$ cat src/rtl/plic_pkg.sv
// Shared definitions for the PLIC claim/complete register block:
// register offsets and the bus FSM state type.
package plic_pkg;

  localparam logic [7:0] PRIO_BASE  = 8'h00;
  localparam logic [7:0] ENABLE_OFF = 8'h40;
  localparam logic [7:0] THRESH_OFF = 8'h44;
  localparam logic [7:0] CLAIM_OFF  = 8'h48;

  typedef enum logic {
    S_IDLE = 1'b0,
    S_RESP = 1'b1
  } state_t;

endpackage

$ cat src/rtl/plic_claim_tracker.sv
// In-service vector (set on claim, cleared on complete) and one-cycle claim pulse.
// Ports: clk, rst_n, set_en/set_id, clr_en/clr_id, in_service, int_claim.
module plic_claim_tracker #(
  parameter int PORTS    = 4,
  parameter int ID_WIDTH = 2
) (
  input  logic                clk,
  input  logic                rst_n,
  input  logic                set_en,
  input  logic [ID_WIDTH-1:0] set_id,
  input  logic                clr_en,
  input  logic [ID_WIDTH-1:0] clr_id,
  output logic [PORTS-1:0]    in_service,
  output logic [PORTS-1:0]    int_claim
);

  logic [PORTS-1:0] set_mask;
  logic [PORTS-1:0] clr_mask;

  always_comb begin
    set_mask = '0;
    clr_mask = '0;
    for (int i = 0; i < PORTS; i++) begin
      set_mask[i] = set_en && (32'(set_id) == i);
      clr_mask[i] = clr_en && (32'(clr_id) == i);
    end
  end

  always_ff @(posedge clk or negedge rst_n) begin
    if (!rst_n) begin
      in_service <= '0;
      int_claim  <= '0;
    end else begin
      in_service <= (in_service | set_mask) & ~clr_mask;
      int_claim  <= set_mask;
    end
  end

endmodule

$ cat src/rtl/plic_claim_ctrl.sv
// PLIC bus register block and claim/complete sequencer; drives core config and ext_irq.
// Ports: req_*/resp_* bus, core_pending/core_id, int_claim, cfg_*, ext_irq; resp_err if PLIC_CTRL_ERR_EN.
module plic_claim_ctrl
  import plic_pkg::*;
#(
  parameter int PORTS          = 4,
  parameter int ID_WIDTH       = (PORTS > 1) ? $clog2(PORTS) : 1,
  parameter int PRIORITY_WIDTH = $clog2(PORTS + 1)
) (
  input  logic                            clk,
  input  logic                            rst_n,
  input  logic                            req_valid,
  output logic                            req_ready,
  input  logic                            req_write,
  input  logic [7:0]                      req_addr,
  input  logic [31:0]                     req_wdata,
  output logic                            resp_valid,
  input  logic                            resp_ready,
  output logic [31:0]                     resp_rdata,
  input  logic                            core_pending,
  input  logic [ID_WIDTH-1:0]             core_id,
  output logic [PORTS-1:0]                int_claim,
  output logic [PORTS*PRIORITY_WIDTH-1:0] cfg_priority,
  output logic [PORTS-1:0]                cfg_enable,
  output logic [PRIORITY_WIDTH-1:0]       cfg_threshold,
  output logic                            ext_irq
`ifdef PLIC_CTRL_ERR_EN
  ,
  output logic                            resp_err
`endif
);

  localparam int PW = PRIORITY_WIDTH;

  state_t                   state;
  logic [PORTS-1:0][PW-1:0] prio_q;
  logic [PORTS-1:0]         enable_q;
  logic [PW-1:0]            thresh_q;
  logic [PORTS-1:0]         in_service;
  logic                     claim_q;

  logic             accept;
  logic [PORTS-1:0] prio_sel;
  logic             en_hit, th_hit, cl_hit;
  logic             cmp_ok, set_en, clr_en, claim_next;
  logic [31:0]      rd_data;

  assign accept = req_valid && req_ready;

  always_comb begin
    prio_sel = '0;
    for (int i = 0; i < PORTS; i++)
      prio_sel[i] = (req_addr == 8'(PRIO_BASE + 4 * i));
  end

  assign en_hit = (req_addr == ENABLE_OFF);
  assign th_hit = (req_addr == THRESH_OFF);
  assign cl_hit = (req_addr == CLAIM_OFF);

  assign cmp_ok = (req_wdata != 32'd0)
               && (req_wdata <= 32'(PORTS));

  // A pending id outside the source range cannot be claimed.
  assign set_en = accept && !req_write && cl_hit
               && core_pending && (32'(core_id) < PORTS);
  assign clr_en = accept && req_write && cl_hit && cmp_ok;

  // ext_irq is masked for every cycle spent in RESP of a claim read.
  assign claim_next = (accept && cl_hit && !req_write)
                   || (state == S_RESP && claim_q && !resp_ready);

  always_comb begin
    rd_data = '0;
    unique case (1'b1)
      |prio_sel: begin
        for (int i = 0; i < PORTS; i++)
          if (prio_sel[i]) rd_data = 32'(prio_q[i]);
      end
      en_hit:  rd_data = 32'(enable_q);
      th_hit:  rd_data = 32'(thresh_q);
      cl_hit:  rd_data = core_pending ? 32'(core_id) + 32'd1 : 32'd0;
      default: rd_data = '0;
    endcase
  end

`ifdef PLIC_CTRL_ERR_EN
  logic mapped, cmp_live, err_nxt;
  assign mapped   = (|prio_sel) || en_hit || th_hit || cl_hit;
  assign cmp_live = cmp_ok && in_service[ID_WIDTH'(req_wdata - 32'd1)];
  assign err_nxt  = !mapped || (cl_hit && req_write && !cmp_live);

  always_ff @(posedge clk or negedge rst_n) begin
    if (!rst_n) begin
      resp_err <= 1'b0;
    end else if (accept) begin
      resp_err <= err_nxt;
    end else if (state == S_RESP && resp_ready) begin
      resp_err <= 1'b0;
    end
  end
`endif

  always_ff @(posedge clk or negedge rst_n) begin
    if (!rst_n) begin
      state      <= S_IDLE;
      req_ready  <= 1'b1;
      resp_valid <= 1'b0;
      resp_rdata <= '0;
      prio_q     <= '0;
      enable_q   <= '0;
      thresh_q   <= '0;
      claim_q    <= 1'b0;
      ext_irq    <= 1'b0;
    end else begin
      ext_irq <= core_pending && !claim_next;
      unique case (state)
        S_IDLE: begin
          if (accept) begin
            state      <= S_RESP;
            req_ready  <= 1'b0;
            resp_valid <= 1'b1;
            resp_rdata <= req_write ? 32'd0 : rd_data;
            claim_q    <= cl_hit && !req_write;
            if (req_write) begin
              for (int i = 0; i < PORTS; i++)
                if (prio_sel[i]) prio_q[i] <= req_wdata[PW-1:0];
              if (en_hit) enable_q <= req_wdata[PORTS-1:0];
              if (th_hit) thresh_q <= req_wdata[PW-1:0];
            end
          end
        end
        S_RESP: begin
          if (resp_ready) begin
            state      <= S_IDLE;
            req_ready  <= 1'b1;
            resp_valid <= 1'b0;
            resp_rdata <= '0;
            claim_q    <= 1'b0;
          end
        end
        default: state <= S_IDLE;
      endcase
    end
  end

  plic_claim_tracker #(
    .PORTS   (PORTS),
    .ID_WIDTH(ID_WIDTH)
  ) u_tracker (
    .clk       (clk),
    .rst_n     (rst_n),
    .set_en    (set_en),
    .set_id    (core_id),
    .clr_en    (clr_en),
    .clr_id    (ID_WIDTH'(req_wdata - 32'd1)),
    .in_service(in_service),
    .int_claim (int_claim)
  );

  assign cfg_priority  = prio_q;
  assign cfg_enable    = enable_q & ~in_service;
  assign cfg_threshold = thresh_q;

endmodule

$ cat config.mk
export PLATFORM = sky130hd
export DESIGN_NAME = plic_claim_ctrl
export DESIGN_NICKNAME = d
export VERILOG_FILES = /design/src/rtl/plic_pkg.sv /design/src/rtl/plic_claim_tracker.sv /design/src/rtl/plic_claim_ctrl.sv
export SDC_FILE = /design/constraint.sdc
export NUM_CORES = 1
export LEC_CHECK = 0
export ABC_CLOCK_PERIOD_IN_PS = 1900
export BUFFER_PORTS_ARGS = -buffer_cell sky130_fd_sc_hd__buf_2
export CAP_MARGIN = 20
export CORE_ASPECT_RATIO = 1.75
export CORE_MARGIN = 3
export CORE_UTILIZATION = 35
export CTS_CLUSTER_SIZE = 25
export DETAILED_ROUTE_END_ITERATION = 8
export PLACE_DENSITY = 0.66
export SETUP_SLACK_MARGIN = 0.2
export SLEW_MARGIN = 10
export SYNTH_ARGS = -nofsm -noshare
export SYNTH_HDL_FRONTEND = slang
export SYNTH_HIERARCHICAL = 1
export SYNTH_SLANG_ARGS = --single-unit
$ cat constraint.sdc
create_clock -name clk -period 1.9 [get_ports clk]
set_clock_uncertainty 0.15 [all_clocks]
set_input_delay 0.38 -clock clk [delete_from_list [all_inputs] [get_ports clk]]
set_output_delay 0.38 -clock clk [all_outputs]
set_load 0.1 [all_outputs]
### After elaboration in Yosys (flattened, before gate mapping)

Cells that the tools add are included.

* add/sub/neg operators: 2
* magnitude comparators: 1
* equal/unequal tests: 14
* multiplexer cells: 21
* bitwise logic cells: 6
* reduce and logical (&&, ||, !) cells: 38

Operators by type and width (number)
* $mux 32: 6
* $pmux 32 s4: 1
* $pmux 32 s2: 1
* $le 32x3->1 const B: 1
* $reduce_bool 32->1: 1
* $eq 8x7->1 const B: 3
* $reduce_and 4->1: 6
* $logic_and 1x1->1: 22
* $eq 8x4->1 const B: 2
* $and 4x4->4: 2
* $eq 2x2->1 const B: 4
* $eq 8x3->1 const B: 1
* $logic_not 8->1: 1
* $not 4->4: 2
* $pmux 1 s2: 4
* $mux 1: 7
* $mux 3: 2
* $eq 2x1->1 const B: 2
* $logic_not 2->1: 2
* $ne 2x2->1 const B: 2
* $or 4x4->4: 1
* $reduce_or 4->1: 1
* $add 2x1->3 const B: 1
* $logic_not 1->1: 3
* other kinds (4): 4

* flip-flop bits (word level): 64
* input bits: 48
* output and inout port bits: 58
* word-level logic and storage cells: 96

### Depth between registers and ports, before layout

Gate-level depths: netlist (run 1).

* depth after elaboration: 9
* depth in mapped cells: 7

### Hierarchy

The synthesis (run 1) kept the hierarchy.

Modules (own cells, without submodules)
* plic_claim_ctrl: times used 1, cells each 178, area an instance 1874.3 sq um, seq. area each 701.9 sq um
* plic_claim_tracker: times used 1, cells each 19, area an instance 287.8 sq um, seq. area each 200.2 sq um

### Worst setup path before layout (run 1)

OpenSTA, ideal clock, no wires.

* path type: register to output
* start point: reg u_tracker.in_service[0]
* end point: out cfg_enable[0]
* arrival time: 1.701 ns
* setup slack: -0.331 ns
* stages on the path, launching flop included: 2
* path buffers: 0
* cells stage by stage: dfrtp_1 nor2b_1

* longest elaborated chain between the ends: 2

Ends and longest elaborated chain
* start: declaration: line plic_claim_tracker.sv:13 `output logic [PORTS-1:0] in_service,`
* start signal: assignment: line plic_claim_tracker.sv:34 `in_service <= (in_service | set_mask) & ~clr_mask;`
* $not 4->4: line plic_claim_ctrl.sv:161 `assign cfg_enable = enable_q & ~in_service;`
* $and 4x4->4: line plic_claim_ctrl.sv:161
* end: declaration: line plic_claim_ctrl.sv:24 `output logic [PORTS-1:0] cfg_enable,`

Every way passes these cells.

### Worst setup path in the final report (run 1)

* start point: reg req_ready
* end point: reg prio_q, in the netlist cfg_priority[11]

* longest elaborated chain between the ends: 2

Ends and longest elaborated chain
* start: declaration: line plic_claim_ctrl.sv:13 `output logic req_ready,`
* start signal: assignment: line plic_claim_ctrl.sv:106 `req_ready <= 1'b1;`
* start signal: assignment: line plic_claim_ctrl.sv:120 `req_ready <= 1'b0;`
* start signal: assignment: line plic_claim_ctrl.sv:135 `req_ready <= 1'b1;`
* $logic_and 1x1->1: line plic_claim_ctrl.sv:48 `assign accept = req_valid && req_ready;`
* $reduce_and 4->1 (no line)
* end signal: indexed assignment: line plic_claim_ctrl.sv:126 `if (prio_sel[i]) prio_q[i] <= req_wdata[PW-1:0];`
* end: declaration: line plic_claim_ctrl.sv:36 `logic [PORTS-1:0][PW-1:0] prio_q;`

Every way passes these cells.
A chain may end at the register's enable or synchronous reset.

==> metrics.txt, run 1 <==
outcome completed; RR Endpoint cfg_priority[11]$_DFFE_PN0P_; DRT Pass-1 Iters 5; Netlist cell types 51; first-pass GRT wire length approximately 9.5 mm; layout cell share with drive strength beyond 1 approximately 55%; Area contributors post-synth dfrtp_1 (41%), buf_4 (9.7%), mux2_2 (6.2%); Max clock buf depth 2; area of the mapped netlist roughly 0.0022 mm^2; post-route ant nets 0; Fin Setup TNS 0 ns; Slew Limit Fails 0; Final period util approximately 94%; met1 Use GR between 10% and 20%; Remaining Overflow, GRT 0; Total GRT Usage between 15 and 20%; CTS tree built; reg2reg start req_ready$_DFFE_PN1P_; DRC violations left 0; die area just over 0.007 mm^2; Critical Path End Type flip-flop; final setup margin about 0.11 ns; Min-Delay Path Class in -> reg; Root Buffer clkbuf_8; Max stage delay on crit path roughly 0.67 ns; pre-CTS setup slack -0.2138 ns; EDFF count, synth 0; area grow syn2layout 44.39%; Fillers 567; Worst setup SP type flip-flop; clk slew on worst S/H paths around 0.07 ns; Pwr per Cell Area 660.8 mW/mm^2; H-tree levels 2; Max Clock Freq about 560 MHz; RSZ-0062 raised after global routing yes; sequential cell area fraction in the yosys report a little over two fifths; Worst path slowest cell dfstp_4; row count 37; Async SR Flop Fraction 100.0%; vias per cell 4.910; final setup fails 0; Final #Nets 362; Routed WL 5.995 mm; Syn Area/Cell roughly 11 um^2; VDD IR-drop max approximately 0.45 mV; final hold vios 0; Worst R2R Setup Slack between 0.1 and 0.15 ns; Syn Inst Count approximately 200; IO Port Bufs 77; starting density of the core approximately 36%; #FFs+latches synth 36; Hold Crit Depth 2; clk sink count 36; largest net degree at the start of global routing 37; leakage power roughly 1.6 nW; initial antenna violation count 0; Die X between 60 and 70 um; gpl congestion 0.8380; Die H 110.0 um; met3 Use GR about 2.5%; WHS Endpoint u_tracker/int_claim[0]$_DFF_PN0_; Core ar. around 0.0059 mm^2; HPWL Detailed between 4 and 5 mm; hold_sp core_id[1]; cells along the critical path nand2_4, buf_6, nor2_4, and4_4, mux2_4; R2R cell count 5; Final min period 1.794 ns; area leader, netlist dfrtp_1; Worst EP required about 1.9 ns; met2 Resource Use GR approximately a third; commonest non-fill, non-tap cell in the layout buf_2; CP Data Arrival Time about 1.8 ns; most frequent cells in the layout buf_2 (71), dfrtp_1 (35), buf_4 (34); clk_lat worst skew slightly below 0.3 ns; CP max FO 4; busiest layer in global routing met2; max cap viols 0; ant diodes 0; I/O pins approximately 110; CTS buffer count 5; Top FF cell, synth dfrtp_1; routed len/inst between 15 and 20 um; vias in the first global route around 1900; Vias 1920; synth warn 6; 1st-iter DRT viols 29; top-area cell type share of the netlist area between 40% and 50%; WS Path Type reg -> reg
metrics by stage:
stage / area [um^2] / hold slack, ns / instances / util, % / total power, W
3_5_place_dp: 2826 / 0.2979 / 379 / 47.70 / 0.001325
6_report: 3122 / 0.1656 / 391 / 52.68 / 0.002063
2_1_floorplan: 2332 / -0.06559 / 224 / - / 0.001229
5_1_grt: 3122 / 0.1673 / 391 / 52.68 / 0.002141
4_1_cts: 3047 / 0.1659 / 390 / 51.41 / 0.002075
3_3_place_gp: 2826 / 0.2932 / 379 / 47.70 / 0.001322
cells by family after synthesis:
kind of cell / share of synthesized area (%)
AO/OA/AOI/OAI: 6.945
XOR/XNOR: 0.4052
adder cells (fa/ha/maj): 1.157
buffers and inverters: 11.75
flip-flops: 41.72
multiplexers: 13.37
other: 0.1734
AND/OR/NAND/NOR: 24.48
cell type report:
class	instances	area, um^2	area share, %
multi-input combinational	151	1265	40.52
sequential	36	905.9	29.02
timing repair buffer	113	708.2	22.69
tap	78	97.59	3.126
clock buffer	7	96.34	3.086
clock inverter	1	30.03	0.9619
inverter	5	18.77	0.6012
critical path, delay by kind of cell (launching register included):
family	cells	cell delay [ns]
buffers and inverters	1	0.13
DFF	1	0.67
muxes	1	0.30
and+or+nand+nor	3	0.44
report_power, final:
group	switching [W]	internal (W)	leakage [nW]
Sequential	0.00000503	0.000777	0.497
Combinational	0.000439	0.000101	1.01
Clock	0.000278	0.000463	0.0645
Total	0.000722	0.00134	1.57
worst max-delay path by stage:
stage	from	end	slack [ns]	cells past startpoint
after floorplan	req_addr[6]	cfg_priority[10]$_DFFE_PN0P_	-0.05	5
after global placement	req_addr[2]	u_tracker/in_service[0]$_DFF_PN0_	-0.22	8
after detailed placement	req_addr[2]	u_tracker/in_service[0]$_DFF_PN0_	-0.21	8
after CTS	req_ready$_DFFE_PN1P_	req_ready	0.10	2
after global routing	state$_DFF_PN0_	cfg_priority[4]$_DFFE_PN0P_	0.05	6
final	req_ready$_DFFE_PN1P_	cfg_priority[11]$_DFFE_PN0P_	0.11	5
metal layers:
| layer | wire (um) | up-vias |
|---|---|---|
| met3 | 281 | 10 |
| met4 | 119 | 0 |
| met1 | 2162 | 935 |
| met5 | 0 | - |
| li1 | - | 907 |
| met2 | 3432 | 68 |
cells in the mapped netlist, types with 3 or more instances:
cell type	count
a22oi_1	3
o22ai_1	6
inv_1	5
nor4_4	3
nand3_1	13
buf_4	28
nor3_1	8
mux2_4	4
nor2b_1	5
mux2i_1	6
nand4_1	3
nand2_1	10
dfrtp_1	35
mux2_1	3
nor2_1	3
mux2_2	12
o211ai_1	3
nor4_1	7
state kept, by name (all words and copies together) (netlist names):
name / cells
resp_valid: 1
ext_irq: 1
u_tracker/in_service: 4
claim_q: 1
u_tracker/int_claim: 4
state: 1
enable_q: 4
cfg_priority: 12
cfg_threshold: 3
resp_rdata: 4
req_ready: 1
repair_timing:
| action | 4_1_cts | 5_1_grt |
|---|---|---|
| hold buffers | 1 | 0 |
| endpoints found under the hold margin | 35 | 0 |
| setup buffers | 2 | 1 |
| endpoints found under the setup margin | 30 | 29 |
| resized for setup | 18 | 16 |
| pin swaps | 4 | 6 |
Power figures use the tool's default switching activity.
==> run 2: changes to the inputs <==
--- a/config.mk
+++ b/config.mk
@@ -13,10 +13,9 @@
 export CORE_UTILIZATION = 35
 export CTS_CLUSTER_SIZE = 25
 export DETAILED_ROUTE_END_ITERATION = 8
-export PLACE_DENSITY = 0.66
+export PLACE_DENSITY = 0.67
 export SETUP_SLACK_MARGIN = 0.2
 export SLEW_MARGIN = 10
 export SYNTH_ARGS = -nofsm -noshare
 export SYNTH_HDL_FRONTEND = slang
-export SYNTH_HIERARCHICAL = 1
 export SYNTH_SLANG_ARGS = --single-unit
==> metrics.txt, run 2 <==
Core ar. 0.005675 mm^2 (-4.2%); Hold Worst Slack 0.1638 ns (-0.001826 ns); area leader, netlist dfrtp_1; met3 Use GR 3.119% (+0.58 points); final setup fails 0 (unchanged); IO Port Bufs 77 (unchanged); Routed WL 5.327 mm (-11%); Worst path slowest cell dfstp_4; die area 0.006958 mm^2 (-3.3%); layout cell share with drive strength beyond 1 47.33% (-7.3 points); row count 36 (-2.7%); Max stage delay on crit path 0.63 ns (-0.04 ns); total chip power 0.002407 W (+17%); Die H 108.1 um (-1.7%); Worst R2R Setup Slack 0.09 ns (-0.02 ns); Netlist cell types 37 (-27%); outcome completed; max reg flops 12 (unchanged); count leader, synth dfrtp_1; Pwr per Cell Area 848.4 mW/mm^2 (+28%); top-area cell type share of the netlist area 41.99% (+1.5 points); DRC violations left 0 (unchanged); sequential cell area fraction in the yosys report 43.25% (+1.5 points); CP max FO 5 (+1); CTS buffer count 5 (unchanged); Syn Inst Count 211 (+7.1%); WS Path Type reg -> reg; Final #Nets 351 (-3.0%); #FFs+latches synth 36 (unchanged); area of the mapped netlist 0.002086 mm^2 (-3.5%); busiest layer in global routing met2; Area contributors post-synth dfrtp_1 (42%), mux2_2 (11%), buf_4 (10%); 1st-iter DRT viols 41 (+41%); most frequent cells in the layout buf_2 (70), dfrtp_1 (35), conb_1 (28); EDFF count, synth 0 (unchanged); final hold vios 0 (unchanged); clk slew on worst S/H paths 0.07 ns (about the same); largest net degree at the start of global routing 37 (unchanged); DRT Pass-1 Iters 4 (-1); gpl congestion 0.8821 (+5.3%); Combinational Power Share 37.0% (+11 points); clk sink count 36 (unchanged); max cap viols 0 (unchanged); met2 Resource Use GR 30.55% (-2.1 points); Switching Fraction 40.98% (+6.0 points); Worst setup SP type flip-flop; synth warn 0 (-6); switching pwr 0.0009866 W (+37%); CTS tree built; Worst EP required 1.93 ns (about the same); first-pass GRT wire length 8.680 mm (-8.4%); initial antenna violation count 0 (unchanged); Fin Setup TNS 0 ns (unchanged); Top FF cell, synth dfrtp_1; Die X 64.36 um (-1.6%); vias in the first global route 1785 (-5.5%); routed len/inst 14.17 um (-7.6%); commonest non-fill, non-tap cell in the layout buf_2; CP Data Arrival Time 1.84 ns (+0.02 ns); Final period util 95.22% (+0.79 points); Slew Limit Fails 0 (unchanged); vias per cell 4.763 (-3.0%); Remaining Overflow, GRT 0 (unchanged); ant diodes 0 (unchanged); top cells by count, synth dfrtp_1 (35), buf_4 (28), nand2_1 (24); internal power 0.001421 W (+5.9%); Critical Path End Type flip-flop; Syn Area/Cell 9.885 um^2 (-9.9%); cells along the critical path buf_8, nand2_8, nor4_4, nand2_2, mux2_4; met1 Use GR 17.23% (-1.3 points); Min-Delay Path Class in -> reg; Vias 1791 (-6.7%); H-tree levels 2 (unchanged); post-route ant nets 0 (unchanged); clk_lat worst skew 0.29 ns (about the same); Max Clock Freq 552.8 MHz (-0.83%); Final min period 1.809 ns (+0.01508 ns); RSZ-0062 raised after global routing yes; dpl cell area 0.002608 mm^2 (-7.7%); Async SR Flop Fraction 100.0% (unchanged); clock network power share 27.6% (-8.3 points); Max clock buf depth 2 (unchanged); leakage power 1.464 nW (-6.9%); HPWL Detailed 4.269 mm (-9.4%); area grow syn2layout 36.05%; I/O pins 106 (unchanged); Total GRT Usage 16.28% (-1.1 points); post-route cell area 0.002838 mm^2 (-9.1%); Seq pwr share 35.4% (-2.5 points); Root Buffer clkbuf_8; starting density of the core 36.75% (+0.26 points); VDD IR-drop max 0.4142 mV (-7.3%)
==> run 2: cell types whose count changed in the layout (fill, tap and decap cells not counted), sizes merged, moves of 4 or more <==
cell	delta
o21ai	+5
nand2	+14
nor2	+4
nor3	-5
nand3	-12
buf	-23
o22ai	-6
inv	+5
a31oi	+4
==> run 2: path summary, 6_finish.rpt <==
kind                            cells after the start                                 to                       from
worst max-delay path                                5        cfg_priority[4]$_DFFE_PN0P_      req_ready$_DFFE_PN1P_
worst min-delay path                                2                    state$_DFF_PN0_                 resp_ready
worst max register to register                      5        cfg_priority[4]$_DFFE_PN0P_      req_ready$_DFFE_PN1P_
worst min register to register                      2          resp_rdata[3]$_DFFE_PN0P_  resp_rdata[3]$_DFFE_PN0P_
max in group asynchronous                           3              req_ready$_DFFE_PN1P_                      rst_n
min in group asynchronous                           3  u_tracker.in_service[3]$_DFF_PN0_                      rst_n
==> run 2: kinds of logic (layout without fill, tap and decap cells) <==
logic type,after synthesis,count (layout),share of synthesized area (%)
AOI/OAI and AO/OA,26,26,8.158
adders and majority gates,4,4,2.400
buffers and inverters,47,109,13.62
DFF,36,36,43.25
muxes,23,23,12.24
other,1,28,0.1798
and+or+nand+nor,74,74,20.16
==> run 2: routing by layer <==
layer / up-vias / share of wire (%)
met2: 72 / 55
li1: 871 / -
met4: 0 / 2.2
met1: 840 / 35
met5: - / 0
met3: 8 / 7.0
==> run 2: cell type report <==
type,instances,area (um^2)
Inverter,10,37.54
Clock inverter,3,42.54
Timing Repair Buffer,91,538.0
Clock buffer,5,68.82
Fill cell,558,2838
Sequential cell,36,905.9
Tap cell,76,95.09
Multi-Input combinational cell,155,1150
==> run 2: what timing repair did <==
item / in CTS / in global routing
setup buffers: 1 / 1
hold buffers: 1 / 0
pin swaps: 8 / 7
endpoints found under the hold margin: 35 / 0
setup endpoints to repair: 32 / 31
gates cloned: 0 / 0
resized for setup: 15 / 6
==> run 2: critical path, delay by kind of cell, from the launching register on <==
family        cells  cell delay, ns
buf+inv           1            0.14
flops             1            0.63
mux               1            0.31
simple gates      3            0.48
==> run 2: power by group through the flow <==
| stage | combinational (W) | sequential [W] | clock [W] |
|---|---|---|---|
| 6_report | 0.000891 | 0.000852 | 0.000665 |
| 5_1_grt | 0.000935 | 0.000859 | 0.000715 |
| 4_1_cts | 0.000873 | 0.000850 | 0.000681 |
| 3_5_place_dp | 0.000833 | 0.000861 | 0 |
| 3_3_place_gp | 0.000826 | 0.000859 | 0 |
| 2_1_floorplan | 0.000456 | 0.00108 | 0 |
==> run 2: per-stage QoR <==
| step | setup slack (ns) | util, % | std cells |
|---|---|---|---|
| global route | 0.03041 | 50.00 | 376 |
| CTS | 0.05034 | 49.38 | 375 |
| floorplan | 0.03039 | - | 238 |
| finish | 0.09091 | 50.00 | 376 |
| detailed placement | -0.1363 | 45.94 | 365 |
| global placement | -0.1246 | 45.94 | 365 |
==> run 3: changes to the inputs <==
--- a/config.mk
+++ b/config.mk
@@ -10,10 +10,10 @@
 export CAP_MARGIN = 20
 export CORE_ASPECT_RATIO = 1.75
 export CORE_MARGIN = 3
-export CORE_UTILIZATION = 35
+export CORE_UTILIZATION = 40
 export CTS_CLUSTER_SIZE = 25
 export DETAILED_ROUTE_END_ITERATION = 8
-export PLACE_DENSITY = 0.67
+export PLACE_DENSITY = 0.75
 export SETUP_SLACK_MARGIN = 0.2
 export SLEW_MARGIN = 10
 export SYNTH_ARGS = -nofsm -noshare
==> metrics.txt, run 3 (synthesized netlist as in run 2, its figures left out) <==
outcome completed; Max Clock Freq 545.2 MHz (-1.4%); CP max FO 4 (-1); final setup margin 0.06587 ns (-0.02503 ns); gpl congestion 0.9075 (+2.9%); IO Port Bufs 77 (unchanged); RR Endpoint cfg_priority[4]$_DFFE_PN0P_; Total GRT Usage 18.01% (+1.7 points); Remaining Overflow, GRT 0 (unchanged); die area 0.006151 mm^2 (-12%); Post-Route Utilization 58.03% (+8.0 points); CP Data Arrival Time 1.86 ns (+0.02 ns); max cap viols 0 (unchanged); clk sink count 36 (unchanged); H-tree levels 2 (unchanged); Worst setup SP type input pin; critical path startpoint req_addr[4]; 1st-iter DRT viols 36 (-12%); Root Buffer clkbuf_8; ant diodes 0 (unchanged); R2R cell count 5 (unchanged); RSZ-0062 raised after global routing yes; Vias 1873 (+4.6%); WS Path Type in -> reg; CTS buffer count 5 (unchanged); Final min period 1.834 ns (+0.02503 ns); total chip power 0.002420 W (+0.54%); most frequent cells in the layout buf_2 (69), dfrtp_1 (35), conb_1 (28); clk slew on worst S/H paths 0.07 ns (about the same); vias per cell 5.217 (+9.5%); final hold vios 0 (unchanged); Die H 101.5 um (-6.1%); Max clock buf depth 2 (unchanged); first-pass GRT wire length 8.155 mm (-6.0%); post-route ant nets 0 (unchanged); vias in the first global route 1766 (-1.1%); DRC violations left 0 (unchanged); DRT Pass-1 Iters 4 (unchanged); row count 34 (-5.6%); Core ar. 0.005020 mm^2 (-12%); CTS tree built; Die X 60.59 um (-5.9%); Pwr per Cell Area 830.9 mW/mm^2 (-2.1%); final setup fails 0 (unchanged); CP Capture Point ext_irq$_DFF_PN0_; routed len/inst 15.14 um (+6.8%); Final period util 96.53% (+1.3 points); Slew Limit Fails 0 (unchanged); I/O pins 106 (unchanged); largest net degree at the start of global routing 37 (unchanged); commonest non-fill, non-tap cell in the layout buf_2; HPWL Detailed 4.151 mm (-2.8%); clk_lat worst skew 0.29 ns (about the same); hold_sp resp_ready; Critical Path End Type flip-flop; reg2reg start req_ready$_DFFE_PN1P_; Worst EP required 1.93 ns (about the same); layout cell share with drive strength beyond 1 50.49% (+3.2 points); leakage power 1.497 nW (+2.3%); initial antenna violation count 0 (unchanged); starting density of the core 41.55% (+4.8 points); Hold Worst Slack 0.1496 ns (-0.01417 ns); Fin Setup TNS 0 ns (unchanged); pre-CTS setup slack -0.1444 ns (-0.008171 ns); Final #Nets 356 (+1.4%); Min-Delay Path Class in -> reg; max reg flops 12 (unchanged); Routed WL 5.434 mm (+2.0%); Fillers 441 (-21%); VDD IR-drop max 0.4296 mV (+3.7%); area grow syn2layout 39.65%; Worst R2R Setup Slack 0.10 ns (about the same)
[run 3: changes by cell type in the layout (fill, tap and decap cells not counted), sizes merged]
| cell | before | now |
|---|---|---|
| buf | 89 | 94 |
| clkbuf | 6 | 8 |
| bufinv | 1 | 0 |
| clkinv | 1 | 0 |
[run 3: worst min-delay path by stage]
stage                                        end  slack, ns  cells past startpoint
2_1_floorplan        cfg_priority[0]$_DFFE_PN0P_      -0.07                      0
3_3_place_gp   u_tracker.in_service[1]$_DFF_PN0_       0.28                      2
3_5_place_dp   u_tracker.in_service[1]$_DFF_PN0_       0.29                      2
4_1_cts                          state$_DFF_PN0_       0.14                      2
5_1_grt                          state$_DFF_PN0_       0.14                      2
6_report                         state$_DFF_PN0_       0.15                      2
[run 3: layout make-up]
class                   instances  area (um^2)  share of cell area [%]
repair buffers                 96        609.3                   20.92
multi-input cells             155         1199                   41.15
well taps                      54        67.56                   2.320
clock buffers                   7        86.33                   2.964
inverters                      10        37.54                   1.289
clock inverters                 1        7.507                  0.2577
flip-flops and latches         36        905.9                   31.10
[run 3: timing repair]
item	in CTS	in global routing
endpoints found under the hold margin	35	0
gates resized for setup	18	19
pin swaps	9	14
hold buffers	1	0
endpoints found under the setup margin	32	35
setup buffers	4	5
[run 3: metal layers]
| metal | wire [um] | up-vias | share of wire (%) | GRT usage, % |
|---|---|---|---|---|
| met5 | 0 | - | 0 | 0 |
| met4 | 146 | 0 | 2.7 | 10.35 |
| met3 | 344 | 11 | 6.3 | 3.827 |
| met2 | 3080 | 82 | 57 | 32.07 |
| met1 | 1863 | 902 | 34 | 18.56 |
| li1 | - | 878 | - | - |
[run 3: power by group]
part	internal [W]	switching, W
Combinational	0.000300	0.000710
Sequential	0.000820	0.0000357
Clock	0.000294	0.000261
[run 3: through the flow]
step           cells  area (um^2)
2_1_floorplan    238         2282
3_3_place_gp     341         2565
4_1_cts          354         2786
5_1_grt          359         2913
3_5_place_dp     341         2565
6_report         359         2913
[run 3: critical path, stage by stage]
cell	delay (ns)
buf_6	0.09
or4_4	0.58
buf_6	0.16
or4_4	0.52
o311a_1	0.14
